File: src/rtl/seq_divider32x16.sv
// ---------------------------------------------------------------------------
// seq_divider32x16
//   Sequential signed divider: 32-bit dividend / 16-bit divisor. It uses a
//   restoring, MSB-first algorithm that retires one quotient bit per cycle.
//   The quotient rounds toward zero, and the remainder takes the sign of the
//   dividend.
//   The latency is fixed: out_valid rises 34 clock edges after the accepting
//   edge (1 SETUP + 32 ITER + 1 FIX). This holds for every operand pair,
//   including the divide-by-zero and overflow cases.
//
// Ports
//   clk          : clock, rising edge
//   rst          : synchronous, active-high reset
//   dividend     : signed 32-bit dividend, captured on acceptance
//   divisor      : signed 16-bit divisor, captured on acceptance
//   in_valid     : requester offers an operand pair
//   in_ready     : high only while idle
//   quotient     : signed 32-bit quotient   (valid with out_valid)
//   remainder    : signed 16-bit remainder  (valid with out_valid)
//   div_by_zero  : divisor was zero         (valid with out_valid)
//   overflow     : 0x80000000 / -1          (valid with out_valid)
//   out_valid    : result available, held until out_ready
//   out_ready    : consumer takes the result
// ---------------------------------------------------------------------------
module seq_divider32x16 (
   input  logic        clk,
   input  logic        rst,
   input  logic [31:0] dividend,
   input  logic [15:0] divisor,
   input  logic        in_valid,
   output logic        in_ready,
   output logic [31:0] quotient,
   output logic [15:0] remainder,
   output logic        div_by_zero,
   output logic        overflow,
   output logic        out_valid,
   input  logic        out_ready
);

   typedef enum logic [2:0] {IDLE, SETUP, ITER, FIX, DONE} state_t;

   state_t             state;
   logic signed [31:0] dvd_in;    // captured operands
   logic signed [15:0] dvs_in;
   logic [31:0]        shq;       // dividend magnitude shifts out, quotient bits shift in
   logic [15:0]        dvs_mag;   // up to 32768, so 16 unsigned bits suffice
   logic [15:0]        prem;      // partial remainder, always < dvs_mag
   logic [4:0]         cnt;
   logic               sign_q;
   logic               sign_r;

   logic [16:0]        shifted;
   logic               ge;
   logic [15:0]        diff;

   function automatic logic [31:0] abs32(input logic signed [31:0] v);
      return v[31] ? (~v + 32'd1) : v;
   endfunction

   function automatic logic [15:0] abs16(input logic signed [15:0] v);
      return v[15] ? (~v + 16'd1) : v;
   endfunction

   function automatic logic [31:0] cond_neg32(input logic [31:0] v, input logic neg);
      return neg ? (~v + 32'd1) : v;
   endfunction

   function automatic logic [15:0] cond_neg16(input logic [15:0] v, input logic neg);
      return neg ? (~v + 16'd1) : v;
   endfunction

   // A 17-bit trial compare decides the quotient bit. Whenever the
   // subtraction is kept, the true difference is below 32768, so the low
   // 16 bits of the difference are exact.
   always_comb begin
      shifted = {prem, shq[31]};
      ge      = (shifted >= {1'b0, dvs_mag});
      diff    = shifted[15:0] - dvs_mag;
   end

   always_ff @(posedge clk) begin
      if (rst) begin
         state       <= IDLE;
         in_ready    <= 1'b1;
         out_valid   <= 1'b0;
         quotient    <= '0;
         remainder   <= '0;
         div_by_zero <= 1'b0;
         overflow    <= 1'b0;
      end else begin
         case (state)
            IDLE: begin
               if (in_valid) begin
                  dvd_in   <= dividend;
                  dvs_in   <= divisor;
                  in_ready <= 1'b0;
                  state    <= SETUP;
               end
            end
            SETUP: begin
               shq     <= abs32(dvd_in);
               dvs_mag <= abs16(dvs_in);
               sign_q  <= dvd_in[31] ^ dvs_in[15];
               sign_r  <= dvd_in[31];
               prem    <= '0;
               cnt     <= '0;
               state   <= ITER;
            end
            ITER: begin
               prem  <= ge ? diff : shifted[15:0];
               shq   <= {shq[30:0], ge};
               cnt   <= cnt + 5'd1;
               if (cnt == 5'd31)
                  state <= FIX;
            end
            FIX: begin
               // A zero divisor yields a meaningless quotient from the
               // iterations, so the fixed pattern is substituted here. This
               // keeps the latency identical for that case.
               if (dvs_in == 16'sd0) begin
                  quotient    <= 32'hFFFF_FFFF;
                  remainder   <= dvd_in[15:0];
                  div_by_zero <= 1'b1;
                  overflow    <= 1'b0;
               end else begin
                  quotient    <= cond_neg32(shq, sign_q);
                  remainder   <= cond_neg16(prem, sign_r);
                  div_by_zero <= 1'b0;
                  // The magnitude path already gives 0x80000000 rem 0 here.
                  overflow    <= (dvd_in == 32'sh8000_0000) && (dvs_in == -16'sd1);
               end
               out_valid <= 1'b1;
               state     <= DONE;
            end
            DONE: begin
               if (out_ready) begin
                  out_valid <= 1'b0;
                  in_ready  <= 1'b1;
                  state     <= IDLE;
               end
            end
            default: begin
               state     <= IDLE;
               in_ready  <= 1'b1;
               out_valid <= 1'b0;
            end
         endcase
      end
   end

endmodule
File: config.mk
export PLATFORM = sky130hd
export DESIGN_NAME = seq_divider32x16
export DESIGN_NICKNAME = d
export VERILOG_FILES = /design/src/rtl/seq_divider32x16.sv
export SDC_FILE = /design/constraint.sdc
export NUM_CORES = 1
export LEC_CHECK = 0
export CAP_MARGIN = 20
export CORE_ASPECT_RATIO = 1.2
export CORE_MARGIN = 3
export CORE_UTILIZATION = 45
export DETAILED_ROUTE_END_ITERATION = 10
export PLACE_DENSITY = 0.67
export SYNTH_ARGS = -nofsm -noshare
export SYNTH_HDL_FRONTEND = slang
export SYNTH_SLANG_ARGS = --single-unit
File: constraint.sdc
create_clock -name clk -period 14.34 [get_ports clk]
set_input_delay 2.868 -clock clk [delete_from_list [all_inputs] [get_ports clk]]
set_output_delay 2.868 -clock clk [all_outputs]
set_load 0.03 [all_outputs]
==> impl_metrics.csv <==
group,metric,value,unit
place,place_ws,9.519,ns
sta,achievable-frequency,231.3,MHz
hold_path,holdCritStartpoint,"remainder[15]",
worst_setup_path,crit-reg2reg-capture,"prem[11]",
worst_setup_path,worst-r2r-setup-slack,11.31,ns
synthesis,yosys.area.top_type,"edfxtp_1",
clocking,clock_path_buffers,2,
power,power.density_cell_area,110.6,nW/um2
grt,grt_pass1_vias,6199,
worst_setup_path,cp_max_fo,2,
sta,slew_headroom,32.51,%
clocking,cts_hold_buf,0,
worst_setup_path,timing.critical_path.to_type,"output pin",
synthesis,syn-num-nets,956,
routing,drt_pass1_iterations,5,
synthesis,synthTopCellsByCount,"119 x edfxtp_1, 106 x nand2_1, 75 x nor2_1, 69 x xor2_1, 62 x o21ai_0",
clocking,clk_latency,0.42,ns
floorplan,placementRows,56,
grt,globalRouteTotalUtil,18.37,%
worst_setup_path,critPathArrivalTime,1.46,ns
worst_setup_path,critPathSlowestCell,"clkdlybuf4s50_1",
synthesis,synth_cell_types,56,
worst_setup_path,path_class,"register to output pin",
grt,overflow,0,
worst_setup_path,timing.reg2reg.worst_path_depth,10,
synthesis,cell_count_after_synthesis,880,
worst_setup_path,cp_top_family,"buffers and inverters",
floorplan,die_width,135.1,um
worst_setup_path,setup.worst_path.start_class,"register",
grt,grt_start_max_net_pins,64,
clocking,cts_setup_buffers,0,
sta,post-route-period-util,30.15,%
sta,slew_violations,0,
final_layout,nNetsFinal,1041,
worst_setup_path,critical_path_buf_inv_count,1,
floorplan,chip_height,160.9,um
floorplan,start_util,45.87,%
clocking,tritoncts,"built",
synthesis,synth.top_cells.by_area,"edfxtp_1 40%, dfxtp_1 12%, xor2_1 6.7%",
grt,grt_pass1_wl,31.64,mm
floorplan,design.core.area,19620,um2
worst_setup_path,timing.critical_path.required,11.47,ns
hold_path,hold_class,"register to register",
clocking,cts.reportedPaths.clkPinSlew,0.06,ns
floorplan,pin_count,104,
final_layout,finished_core_util,55.30,%
hold_path,min_delay_path_depth,2,
worst_setup_path,critPathMaxStageDelay,0.69,ns
synthesis,synth_top_flop_cell,"edfxtp_1",
final_layout,antenna_diode_count,0,
sta,timing.final.crit_period,4.323,ns
synthesis,synth_largest_type_area_fraction,39.71,%
synthesis,synth-edff-count,119,
routing,detail_route.wl_per_cell,15.88,um
synthesis,seq_area_frac_synth,51.95,%
worst_setup_path,r2r_start,"shq[31]",
synthesis,synthesis.area_per_instance,10.23,um2
clocking,post_cts_resize_count,0,
final_layout,layout-drive-gt1-share,5.521,%
worst_setup_path,crit_path_cell_trace,"clkdlybuf4s50_1",
final_layout,areaGrowthSynthToFinish,20.57,%
worst_setup_path,setup.worst_path.start,"remainder[3]",
sta,worst-slew-pin-transition,1.012,ns
hold_path,min_to,"remainder[15]",
routing,drt-total-wl,19.68,mm
place,gp_congestion,0.8649,
synthesis,post_synth_instance_area,8999,um2
power,leakage,0.003733,uW
synthesis,synth.most_common_cell,"edfxtp_1",
place,io_port_bufs,103,
grt,grt_antenna_before_repair,0,
run,timing.max_cap.violations,0,
clocking,clock-root-buffer,"clkbuf_16",
clocking,htreeDepth,4,
synthesis,ys_async_rst_share,0,%
routing,avg_vias_per_cell,5.446,
routing,post-route-drc-count,0,
place,hpwl,14.52,mm
sta,grt_setup_unrepaired,"false",
synthesis,number_of_warning_messages_in_the_yosys_log,0,
floorplan,die_area,21740,um2
sta,fin_skew,0.008254,ns
sta,report.final.hold_viol_count,0,
routing,route.vias.total,6747,
routing,detail_route.iter0.violations,478,
sta,final_critical_path_setup_slack,10.02,ns
sta,finalSetupViolCount,0,
clocking,tritoncts_num_sinks,174,
power,vdd_drop_max,86.61,uV
routing,drt.antenna.violating_nets,0,
synthesis,ys_seq_elements,174,
outcome,outcome,"finished clean",
clocking,cts_buf_count,17,
sta,finalSetupTns,0,ns
## layout by cell type (no fill, tap or decap), types with 4 or more instances in the layout
master,synthesis,final
xnor2_1,32,32
nor2_1,75,74
xor2_1,69,69
nor4_1,8,8
nand3_1,9,9
or3_1,10,10
inv_1,31,31
a311oi_1,12,12
clkinv_2,0,4
buf_4,0,7
clkbuf_16,0,19
o21a_1,6,6
o41ai_1,14,14
nand4_1,5,5
clkdlybuf4s50_1,0,102
nor2b_1,6,6
dfxtp_1,55,55
nand2_1,106,106
nor3_1,12,11
edfxtp_1,119,119
nand2b_1,6,6
mux2i_1,6,6
ha_1,23,23
a21oi_1,48,48
or4_1,10,10
and3_1,6,5
a211oi_1,21,21
o31ai_1,26,26
o21ai_0,62,62
o211ai_1,17,17
o22ai_1,5,5
## state kept, by name, summed over array words and instances, names as in the netlist, 3 cells and up
name / flops
shq: 32
cnt: 5
prem: 16
remainder: 16
dvd_in: 32
dvs_mag: 16
quotient: 32
state: 3
dvs_in: 16
## through the flow
step                hold slack, ns  cells  cell area, um2  total power (uW)
CTS                         0.4600   1237           10810              1211
finish                      0.4573   1239           10850              1200
detailed placement          0.4502   1205           10240             772.0
global placement            0.4429   1205           10240             768.9
global route                0.4802   1239           10850              1255
floorplan                   0.4570    880            8999             717.3
## cell families after synthesis
family	synth area share, %
compound gates	16.98
fa+ha+maj	3.421
simple gates	13.78
xor+xnor	9.830
buf+inv	3.379
flops	51.95
mux	0.6674
## tightest hold or removal path: stages, from the launching register on
cell	delay [ns]
dfxtp_1	0.31
nand2_1	0.05
a21oi_1	0.05
## area by class of cell
class                           instances  area (um2)
Clock buffer                           21       493.0
Tap cell                              261       326.6
Sequential cell                       174        4674
Multi-Input combinational cell        629        4040
Clock inverter                         11       77.57
Fill cell                            1743        8770
Inverter                               31       116.4
Timing Repair Buffer                  112        1121
## where the power goes
part | switching (uW) | internal (uW)
clock network | 189 | 248
registers | 31.0 | 572
logic | 89.0 | 71.1
total | 309 | 891
## worst max path at each step
stage / end / cells past startpoint
5_1_grt: in_ready / 1
6_report: remainder[3] / 1
3_5_place_dp: dvd_in[26] / 4
2_1_floorplan: cnt[0] / 2
3_3_place_gp: dvd_in[30] / 4
4_1_cts: dvd_in[12] / 4
## metal layers
metal	up-vias	global-route usage (%)	routed length, um
met5	-	0	0
met4	0	7.608	534
met3	34	2.851	801
met2	147	32.84	10400
met1	3173	21.83	7939
li1	3393	-	-
No activity file was read; power rests on OpenSTA's default activity.
